==> src/rtl/perf_counter_bank.sv <==
// Multi-channel cycle/performance counter bank watching the register-writeback bus.
// Per-channel IDLE/RUN/DONE control with tick-gated saturating counters, snapshots and indexed readout.
module perf_counter_bank #(
    parameter int unsigned WIDTH      = 32,
    parameter int unsigned NUM_CH     = 4,
    parameter int unsigned DIV_LOG2   = 1,
    parameter int unsigned LED_W      = 3,
    parameter bit          AUTO_START = 1'b1,
    localparam int unsigned SEL_W     = (NUM_CH > 1) ? $clog2(NUM_CH) : 1
) (
    input  logic                      clk,
    input  logic                      rst,
    input  logic                      wb_en,
    input  logic [4:0]                wb_rd,
    input  logic [WIDTH-1:0]          wb_data,
    input  logic [NUM_CH*5-1:0]       cfg_rd,
    input  logic [NUM_CH*WIDTH-1:0]   cfg_data,
    input  logic [NUM_CH-1:0]         start,
    input  logic [NUM_CH-1:0]         clr,
    input  logic                      snap,
    input  logic [SEL_W-1:0]          rd_sel,
    output logic                      tick_out,
    output logic [LED_W-1:0]          led_out,
    output logic [WIDTH-1:0]          rd_count,
    output logic [WIDTH-1:0]          rd_snap,
    output logic [NUM_CH-1:0]         running,
    output logic [NUM_CH-1:0]         done,
    output logic [NUM_CH-1:0]         ovf
);

    typedef enum logic [1:0] {
        ST_IDLE = 2'd0,
        ST_RUN  = 2'd1,
        ST_DONE = 2'd2
    } state_t;

    localparam state_t RST_STATE = AUTO_START ? ST_RUN : ST_IDLE;

    logic                 w_tick;
    logic [LED_W-1:0]     r_led;
    logic [NUM_CH-1:0]    w_match;

    state_t               r_state     [NUM_CH];
    state_t               w_state_nxt [NUM_CH];
    logic [WIDTH-1:0]     r_count     [NUM_CH];
    logic [WIDTH-1:0]     w_count_nxt [NUM_CH];
    logic [WIDTH-1:0]     r_snap      [NUM_CH];
    logic [NUM_CH-1:0]    r_ovf;
    logic [NUM_CH-1:0]    w_ovf_nxt;

    // Clock-enable divider: tick on the all-ones phase, or every cycle with no divider.
    generate
        if (DIV_LOG2 == 0) begin : g_no_div
            assign w_tick = 1'b1;
        end else begin : g_div
            logic [DIV_LOG2-1:0] r_div_cnt;
            always_ff @(posedge clk) begin
                if (rst) r_div_cnt <= '0;
                else     r_div_cnt <= r_div_cnt + DIV_LOG2'(1);
            end
            assign w_tick = &r_div_cnt;
        end
    endgenerate

    assign tick_out = w_tick;

    always_ff @(posedge clk) begin
        if (rst) r_led <= '0;
        else     r_led <= r_led + LED_W'(1);
    end

    assign led_out = r_led;

    always_comb begin
        w_match = '0;
        for (int unsigned i = 0; i < NUM_CH; i++) begin
            w_match[i] = wb_en && (wb_rd == cfg_rd[5*i +: 5])
                               && (wb_data == cfg_data[WIDTH*i +: WIDTH]);
        end
    end

    // Channel next-state: clr beats start, start beats the stop match.
    always_comb begin
        w_ovf_nxt = r_ovf;
        for (int unsigned i = 0; i < NUM_CH; i++) begin
            w_state_nxt[i] = r_state[i];
            w_count_nxt[i] = r_count[i];
            if (clr[i]) begin
                w_state_nxt[i] = ST_IDLE;
                w_count_nxt[i] = '0;
                w_ovf_nxt[i]   = 1'b0;
            end else if (start[i]) begin
                w_state_nxt[i] = ST_RUN;
                w_count_nxt[i] = '0;
                w_ovf_nxt[i]   = 1'b0;
            end else if (r_state[i] == ST_RUN) begin
                if (w_tick) begin
                    if (&r_count[i]) w_ovf_nxt[i]   = 1'b1;
                    else             w_count_nxt[i] = r_count[i] + WIDTH'(1);
                end
                if (w_match[i]) w_state_nxt[i] = ST_DONE;
            end
        end
    end

    always_ff @(posedge clk) begin
        if (rst) begin
            r_ovf <= '0;
            for (int unsigned i = 0; i < NUM_CH; i++) begin
                r_state[i] <= RST_STATE;
                r_count[i] <= '0;
                r_snap[i]  <= '0;
            end
        end else begin
            r_ovf <= w_ovf_nxt;
            for (int unsigned i = 0; i < NUM_CH; i++) begin
                r_state[i] <= w_state_nxt[i];
                r_count[i] <= w_count_nxt[i];
                if (snap) r_snap[i] <= r_count[i];
            end
        end
    end

    assign ovf = r_ovf;

    // Zero-latency readout; an out-of-range select reads zero.
    always_comb begin
        rd_count = '0;
        rd_snap  = '0;
        for (int unsigned i = 0; i < NUM_CH; i++) begin
            if (rd_sel == SEL_W'(i)) begin
                rd_count = r_count[i];
                rd_snap  = r_snap[i];
            end
        end
    end

    always_comb begin
        running = '0;
        done    = '0;
        for (int unsigned i = 0; i < NUM_CH; i++) begin
            running[i] = (r_state[i] == ST_RUN);
            done[i]    = (r_state[i] == ST_DONE);
        end
    end

endmodule

==> config.mk <==
export PLATFORM = sky130hd
export DESIGN_NAME = perf_counter_bank
export DESIGN_NICKNAME = d
export VERILOG_FILES = /design/src/rtl/perf_counter_bank.sv
export SDC_FILE = /design/constraint.sdc
export NUM_CORES = 1
export LEC_CHECK = 0
export CAP_MARGIN = 30
export CORE_UTILIZATION = 35
export DETAILED_ROUTE_END_ITERATION = 10
export HOLD_SLACK_MARGIN = 0.03
export MAX_ROUTING_LAYER = met4
export PLACE_DENSITY = 0.61
export SLEW_MARGIN = 0
export SYNTH_ARGS = -nofsm -noshare
export SYNTH_HDL_FRONTEND = slang
export SYNTH_SLANG_ARGS = --single-unit
==> constraint.sdc <==
create_clock -name clk -period 8.01 [get_ports clk]
set_clock_uncertainty 0.15 [all_clocks]
set_input_delay 1.602 -clock clk [delete_from_list [all_inputs] [get_ports clk]]
set_output_delay 1.602 -clock clk [all_outputs]
set_load 0.05 [all_outputs]
Word level (Yosys, flattened, before mapping):

Memory sizes are Yosys's and may differ from the RTL's.
Cells that the tools add are included.

* reduce and logical (&&, ||, !) cells: 21
* bitwise gates (word level): 12
* $add $sub $neg: 6
* eq/ne operators: 19
* multiplexer cells: 62

Operators with widths (number)
* $mux W32: 36
* $reduce_and A34 Y1: 4
* $add A32 B1 Y32 const B: 4
* $eq A32 B32 Y1: 4
* $reduce_and A32 Y1: 4
* $mux W2: 20
* $eq A5 B5 Y1: 4
* $eq A2 B2 Y1 const B: 6
* $or A1 B1 Y1: 12
* $reduce_or A3 Y1: 4
* $eq A2 B1 Y1 const B: 5
* $logic_and A1 B1 Y1: 8
* $mux W1: 6
* $add A3 B1 Y3 const B: 1
* $logic_not A2 Y1: 1
* $add A1 B1 Y1 const B: 1

* input bits: 199
* flip-flop bits (word level): 8
* memory bits (writable): 264
* word-level logic and storage cells: 129
* memories: 3

Memory list
* r_count: words 4, bits a word 32, rd ports 4, clocked after Yosys merged registers in 0, write ports 4, line 45 `logic [WIDTH-1:0] r_count [NUM_CH];`
* r_snap: words 4, bits a word 32, rd ports 4, clocked after Yosys merged registers in 0, write ports 4, line 47 `logic [WIDTH-1:0] r_snap [NUM_CH];`
* r_state: words 4, bits a word 2, rd ports 4, clocked after Yosys merged registers in 0, write ports 4, line 43 `state_t r_state [NUM_CH];`

Logic depth before layout (Yosys ltp):

Gate-level depths: netlist of the first run.

* word-level depth: 8
* mapped depth: 8
* mapped depth without buffers: 6

Worst setup path before layout of the first run:

No wires, ideal clock.

* kind: input-to-output
* start point: input port rd_sel[0]
* end point: output port rd_count[10]
* slack: 3007 ps
* required time: 6258 ps
* arrival: 3251 ps
* buffers on the path: 2
* stages on the path: 3
* cells stage by stage: clkbuf_1 buf_1 mux4_2

* word-level cells in the longest chain between the ends: 5
* elaborated cells between the ends (all ways): 8
* classes of those cells: eq/ne: 3; mux: 4; reduce/logical: 1

RTL lines
* from (decl): line 21 `input logic [SEL_W-1:0] rd_sel,`
* $logic_not A2 Y1: line 131 `if (rd_sel == SEL_W'(i)) begin`
* $mux W32 (3 in series): line 131
* $mux W32 *: line 131
* to (decl): line 24 `output logic [WIDTH-1:0] rd_count,`

Every way passes the cells marked *; elsewhere a longest branch is shown, timed or not.

Worst setup path after layout of the first run:

* start point: input port rd_sel[1]
* end point: output port rd_count[16]

The elaborated chain is that of the path after synthesis.

==> impl_metrics.toml, run 1 <==
[outcome]
outcome = "completed"

[critical_path]
crit_path_end_kind = "primary output"
path_cells = "buf_2 -> buf_4 -> mux4_2 -> clkdlybuf4s50_1"
crit_path_max_incr_delay_ns = 0.71
r2r_start = "tick_out"
crit_buf_inv = 3
r2r_cells = 5
cp_max_fo = 36
cp_slowest_cell = "clkdlybuf4s50_1"
cp_top_family = "buffers and inverters"
crit_start = "rd_sel[1]"
r2r-end = "r_count[2][27]"
cp_data_arrival_time_ns = 3.87
start_kind = "input pin"
crit_required_ns = 6.26
path_class = "input pin to primary output"
reg2reg_slack_ns = 5.08

[floorplanning]
ios = 279
start_util = 0.358
fp.dieW_um = 210
row_count = 75
die_h_um = 210
core_area_um2 = 42300
die_area_um2 = 44100

[detailed_routing]
initialDrtViolationCount = 1259
first_pass_iters = 6
wl_per_cell_um = 22.8
ant_nets = 0
drcViolationCount = 0
vias_per_cell = 5.64
vias = 13000
totalWireLength_um = 52900

[yosys]
synth_edf_count = 128
syn_nets = 1648
async_reset_ff_frac = 0
yosys_warnings = 0
ys_seq_area_frac = 0.444
synthCells = 1444
netlist_area_um2 = 15100
ys.flop_type = "dfxtp_1"
synth.avg_cell_area_um2 = 10.5
ys_seq_elements = 272
synth.distinct_cells = 55

[final_layout]
nFillCells = 3938
final_layout_size_suffix_gt1_frac = 0.0953
synthToLayoutAreaGrowth_pct = 29.8
layout.nets = 1913
design_area_um2 = 19700

[cts]
clockBufferDepth = 3
cts.sinks = 272
cts_tree = "yes"
cts_root_buf = "clkbuf_16"
postCtsSetupRepairBufs = 0
insertion_delay_ns = 0.57
cts_max_level = 1
clkTransAtPathRegs_ns = 0.06
hold_buffers = 0
post_cts_resize_count = 0
cts_made_buffers = 29

[min_path]
min_to = "led_out[0]"
hold_start = "led_out[0]"
min_path_cells = 1
hold_path.class = "register to register"

[timing]
hold_viol = 0
slew_viol_final = 0
worst_pin_slew_ns = 1.03
fin_tns_setup_ns = 0
max-slew-margin-rel = 0.309
period_share = 0.702
period_minus_slack_ns = 5.62
fmax_mhz = 178
holdWs_ns = 0.310
grt_setup_unrepaired = "no"
setup_viol = 0

[pwr]
p_sw_frac = 0.246
pwr-share-clk = 0.428
p_int_mw = 2.49
p_switching_mw = 0.812
ir_drop_mv = 0.144
p_leak_nw = 6.64
p_comb_frac = 0.118
p_seq_frac = 0.454
p_per_area_nw_per_um2 = 168

[global_routing]
antenna_found_initial = 7
grt_max_degree = 80
grt_overflow = 0
grt_pass1_vias = 12600
grt_usage = 0.244
grt_pass1_wl_um = 78800

[placement]
place_area_um2 = 18600
dp_hpwl_um = 41100
gp_congestion = 0.995
port_buffers = 278

[run]
maxCapViolCount = 0
[cells in the mapped netlist (3+ instances only)]
| cell type | number | share of area |
|---|---|---|
| a21oi_1 | 80 | 0.026 |
| nand3b_1 | 6 | 0.0030 |
| and4_1 | 19 | 0.011 |
| a31oi_1 | 5 | 0.0021 |
| buf_1 | 11 | 0.0027 |
| nand3_1 | 42 | 0.014 |
| or3_1 | 61 | 0.025 |
| a31o_2 | 3 | 0.0017 |
| a21o_1 | 4 | 0.0020 |
| nand4_1 | 53 | 0.022 |
| o311ai_0 | 6 | 0.0035 |
| buf_2 | 12 | 0.0040 |
| a311oi_1 | 4 | 0.0023 |
| nor4_1 | 51 | 0.021 |
| and2_1 | 136 | 0.056 |
| and3_1 | 13 | 0.0054 |
| and3b_1 | 5 | 0.0029 |
| o41ai_1 | 6 | 0.0035 |
| or2_2 | 4 | 0.0017 |
| o211ai_1 | 23 | 0.011 |
| nand2_1 | 85 | 0.021 |
| or4_1 | 37 | 0.018 |
| o31ai_1 | 27 | 0.013 |
| xor2_1 | 146 | 0.084 |
| ha_1 | 5 | 0.0041 |
| xnor2_1 | 12 | 0.0069 |
| edfxtp_1 | 128 | 0.25 |
| nor2_1 | 45 | 0.011 |
| dfxtp_1 | 144 | 0.19 |
| nand2b_1 | 9 | 0.0037 |
| a221oi_1 | 4 | 0.0023 |
| clkbuf_1 | 48 | 0.012 |
| a41o_1 | 3 | 0.0020 |
| nor4_2 | 4 | 0.0033 |
| mux4_2 | 64 | 0.095 |
| mux2i_1 | 7 | 0.0046 |
| nor2b_1 | 10 | 0.0041 |
| nor3_1 | 28 | 0.0093 |
| inv_1 | 17 | 0.0042 |
| o21ai_0 | 53 | 0.018 |
| o21a_1 | 4 | 0.0020 |
[routing by layer]
metal	vias to the layer above	routed length [um]	track usage
met4	0	1240	0.0591
met2	519	25700	0.406
li1	6067	-	-
met3	76	3520	0.0322
met5	-	0	-
met1	6387	22400	0.314
[worst max-delay path by stage]
stage	slack [ns]	cells past startpoint	endpoint
2_1_floorplan	3.01	3	rd_count[10]
3_3_place_gp	2.19	4	rd_snap[9]
3_5_place_dp	2.13	4	rd_snap[9]
4_1_cts	2.12	4	rd_snap[9]
5_1_grt	2.28	4	rd_snap[22]
6_report	2.39	4	rd_count[16]
[cell type report]
| type | instances | area [um2] | area share |
|---|---|---|---|
| antenna | 5 | 12.5 | 0.000636 |
| clock buffer | 32 | 767 | 0.0390 |
| clock inverter | 22 | 236 | 0.0120 |
| inverter | 17 | 63.8 | 0.00325 |
| multi-input combinational | 1084 | 8110 | 0.413 |
| sequential | 272 | 6730 | 0.342 |
| tap | 577 | 722 | 0.0367 |
| timing repair buffer | 305 | 3020 | 0.154 |
[power by group through the flow]
stage / Sequential [mW] / Clock (mW) / Combinational (mW)
2_1_floorplan: 1.53 / 0 / 0.188
4_1_cts: 1.50 / 1.43 / 0.390
3_5_place_dp: 1.53 / 0 / 0.388
6_report: 1.50 / 1.41 / 0.391
5_1_grt: 1.50 / 1.48 / 0.416
3_3_place_gp: 1.53 / 0 / 0.384
[through the flow]
stage          utilization  setup WS (ns)  cells  power, mW
4_1_cts              0.463           2.12   2307       3.31
5_1_grt              0.464           2.28   2313       3.40
3_3_place_gp         0.438           2.19   2249       1.91
3_5_place_dp         0.439           2.13   2253       1.92
2_1_floorplan            -           3.01   1444       1.71
6_report             0.465           2.39   2314       3.30
[sequential cells by signal, summed over array words and instances (netlist names)]
name      count
led_out       3
r_snap      128
ovf           4
r_count     128
r_state       8
tick_out      1
[logic make-up after synthesis]
group,after synthesis,share of synthesized area
fa+ha+maj,5,0.00413
flops,272,0.444
compound gates,233,0.0962
simple gates,617,0.242
buf+inv,88,0.0228
mux,71,0.0998
xor+xnor,158,0.0914
[layout by cell type (no fill, tap or decap), drive strengths merged, types with 6 or more instances in the layout]
cell             n
a21oi           80
xor2           146
nor4            56
or3             61
o31ai           27
nand3b           6
o41ai            6
o311ai           8
clkdlybuf4s50  276
and2           136
or4             39
xnor2           12
nand2           85
nor3            28
edfxtp         128
inv             19
buf             29
clkinv          10
clkinvlp         6
mux2i            7
nand4           54
and3            13
and4            19
nand3           42
nand2b           9
o21ai           53
mux4            64
nor2            45
dfxtp          144
clkbuf          32
nor2b           10
o211ai          23
Note: power is estimated with default switching activity, not from simulation.
==> run 2: changes to the inputs <==
--- a/config.mk
+++ b/config.mk
@@ -10,7 +10,7 @@
 export DETAILED_ROUTE_END_ITERATION = 10
 export HOLD_SLACK_MARGIN = 0.03
 export MAX_ROUTING_LAYER = met4
-export PLACE_DENSITY = 0.61
+export PLACE_DENSITY = 0.63
 export SLEW_MARGIN = 0
 export SYNTH_ARGS = -nofsm -noshare
 export SYNTH_HDL_FRONTEND = slang
==> constraint.sdc (replaced) <==
create_clock -name clk -period 4.7 [get_ports clk]
set_clock_uncertainty 0.15 [all_clocks]
set_input_delay 0.94 -clock clk [delete_from_list [all_inputs] [get_ports clk]]
set_output_delay 0.94 -clock clk [all_outputs]
set_load 0.05 [all_outputs]
==> run 2 against run 1 <==
Against the previous run:
- core utilization is 0.34 points lower
- flip-flop and latch count stayed put
- clock-buffer cell count is 8 higher
- die area stayed put
- worst hold slack worse by 0.0093 ns
- largest cell class unchanged
==> impl_metrics.toml, run 2 (synthesis results as in run 1) <==
[outcome]
outcome = "completed"

[placement]
gp_congestion = 0.979
preCtsSetupSlack_ns = 0.721
port_buffers = 278
dp_hpwl_um = 40900

[cts]
cts_max_level = 1
post_cts_resize_count = 0
clockBufferDepth = 3
cts_made_buffers = 29
insertion_delay_ns = 0.54
cts_tree = "yes"
clkTransAtPathRegs_ns = 0.06
postCtsSetupRepairBufs = 0
cts.sinks = 272
cts_root_buf = "clkbuf_16"
hold_buffers = 0

[floorplanning]
die_area_um2 = 44100
fp.dieW_um = 210
die_h_um = 210
ios = 279
core_area_um2 = 42300
row_count = 75
start_util = 0.358

[detailed_routing]
wl_per_cell_um = 22.5
vias_per_cell = 5.63
ant_nets = 0
vias = 13000
totalWireLength_um = 52000
initialDrtViolationCount = 1240
drcViolationCount = 0
first_pass_iters = 5

[critical_path]
cp_max_fo = 16
cp_top_family = "buffers and inverters"
cp_data_arrival_time_ns = 2.88
cp_slowest_cell = "clkdlybuf4s50_1"
cpMostUsedCell = "buf_4"
crit_path_max_incr_delay_ns = 0.72
crit_buf_inv = 3
crit_path_end_kind = "primary output"
start_kind = "input pin"
path_class = "input pin to primary output"
crit_required_ns = 3.61
path_cells = "buf_4 -> buf_4 -> mux4_2 -> clkdlybuf4s50_1"

[global_routing]
grt_pass1_vias = 12700
grt_usage = 0.239
grt_pass1_wl_um = 77500
antenna_found_initial = 1
grt_max_degree = 62
grt_overflow = 0

[min_path]
hold_path.class = "register to register"

[final_layout]
layout.nets = 1914
diodes = 0
most-common-layout-cells = "clkdlybuf4s50_1, xor2_1, dfxtp_1"
synthToLayoutAreaGrowth_pct = 28.8
largestRegisters = "r_count x128, r_snap x128, r_state x8"
final_common_cell = "clkdlybuf4s50_1"
final_layout_size_suffix_gt1_frac = 0.0866

[pwr]
p_seq_frac = 0.478
p_int_mw = 4.04
p_leak_nw = 6.58
p_sw_frac = 0.245
pwr-share-clk = 0.397
p_comb_frac = 0.126
ir_drop_mv = 0.217
p_per_area_nw_per_um2 = 274
p_switching_mw = 1.31

[timing]
grt_setup_unrepaired = "no"
setup_viol = 0
fin_tns_setup_ns = 0
setup_ws_ns = 0.732
worst_pin_slew_ns = 0.988
period_minus_slack_ns = 3.97
max-slew-margin-rel = 0.338
hold_viol = 0
slew_viol_final = 0
fmax_mhz = 252
period_share = 0.844

[run]
maxCapViolCount = 0
run 2: worst register-to-register path, stage by stage (launching register included):
cell	delay, ns
dfxtp_1	0.46
nand4_1	0.28
or4_4	0.68
nor3_1	0.76
o21ai_0	0.21
a21oi_1	0.16
run 2: path summary, 6_finish.rpt:
kind	to	slack, ns	depth (start not counted)	start
worst max-delay path	rd_count[7]	0.73	4	rd_sel[0]
worst min-delay path	led_out[0]	0.30	1	led_out[0]
worst min register to register	led_out[0]	0.30	1	led_out[0]
worst max register to register	r_count[3][22]	1.94	5	r_count[3][14]
run 2: layer usage:
metal  vias to the layer above  share of wire  track usage
met5                         -              0            -
li1                       6062              -            -
met3                        71          0.073       0.0384
met1                      6369           0.42        0.303
met4                         0          0.026       0.0677
met2                       508           0.48        0.396
run 2: final cells by class:
| type | count | area, um2 |
|---|---|---|
| timing repair buffer | 306 | 3030 |
| fill | 3929 | 22800 |
| clock buffer | 40 | 767 |
| tap | 577 | 722 |
| sequential | 272 | 6730 |
| clock inverter | 13 | 91.3 |
| inverter | 17 | 63.8 |
| multi-input combinational | 1084 | 8110 |
run 2: power groups by stage:
stage	combinational [mW]	clock, mW	sequential, mW
2_1_floorplan	0.320	0	2.60
3_3_place_gp	0.666	0	2.60
3_5_place_dp	0.674	0	2.60
4_1_cts	0.677	2.14	2.55
5_1_grt	0.714	2.24	2.56
6_report	0.673	2.12	2.55
run 2: stage by stage:
stage	hold slack, ns	instance area (um2)	utilization	total power [mW]	cells
4_1_cts	0.302	19500	0.461	5.37	2308
3_5_place_dp	0.289	18700	0.441	3.28	2255
3_3_place_gp	0.282	18600	0.440	3.27	2253
2_1_floorplan	0.307	15100	-	2.92	1444
6_report	0.301	19500	0.461	5.34	2309
5_1_grt	0.325	19500	0.461	5.51	2309
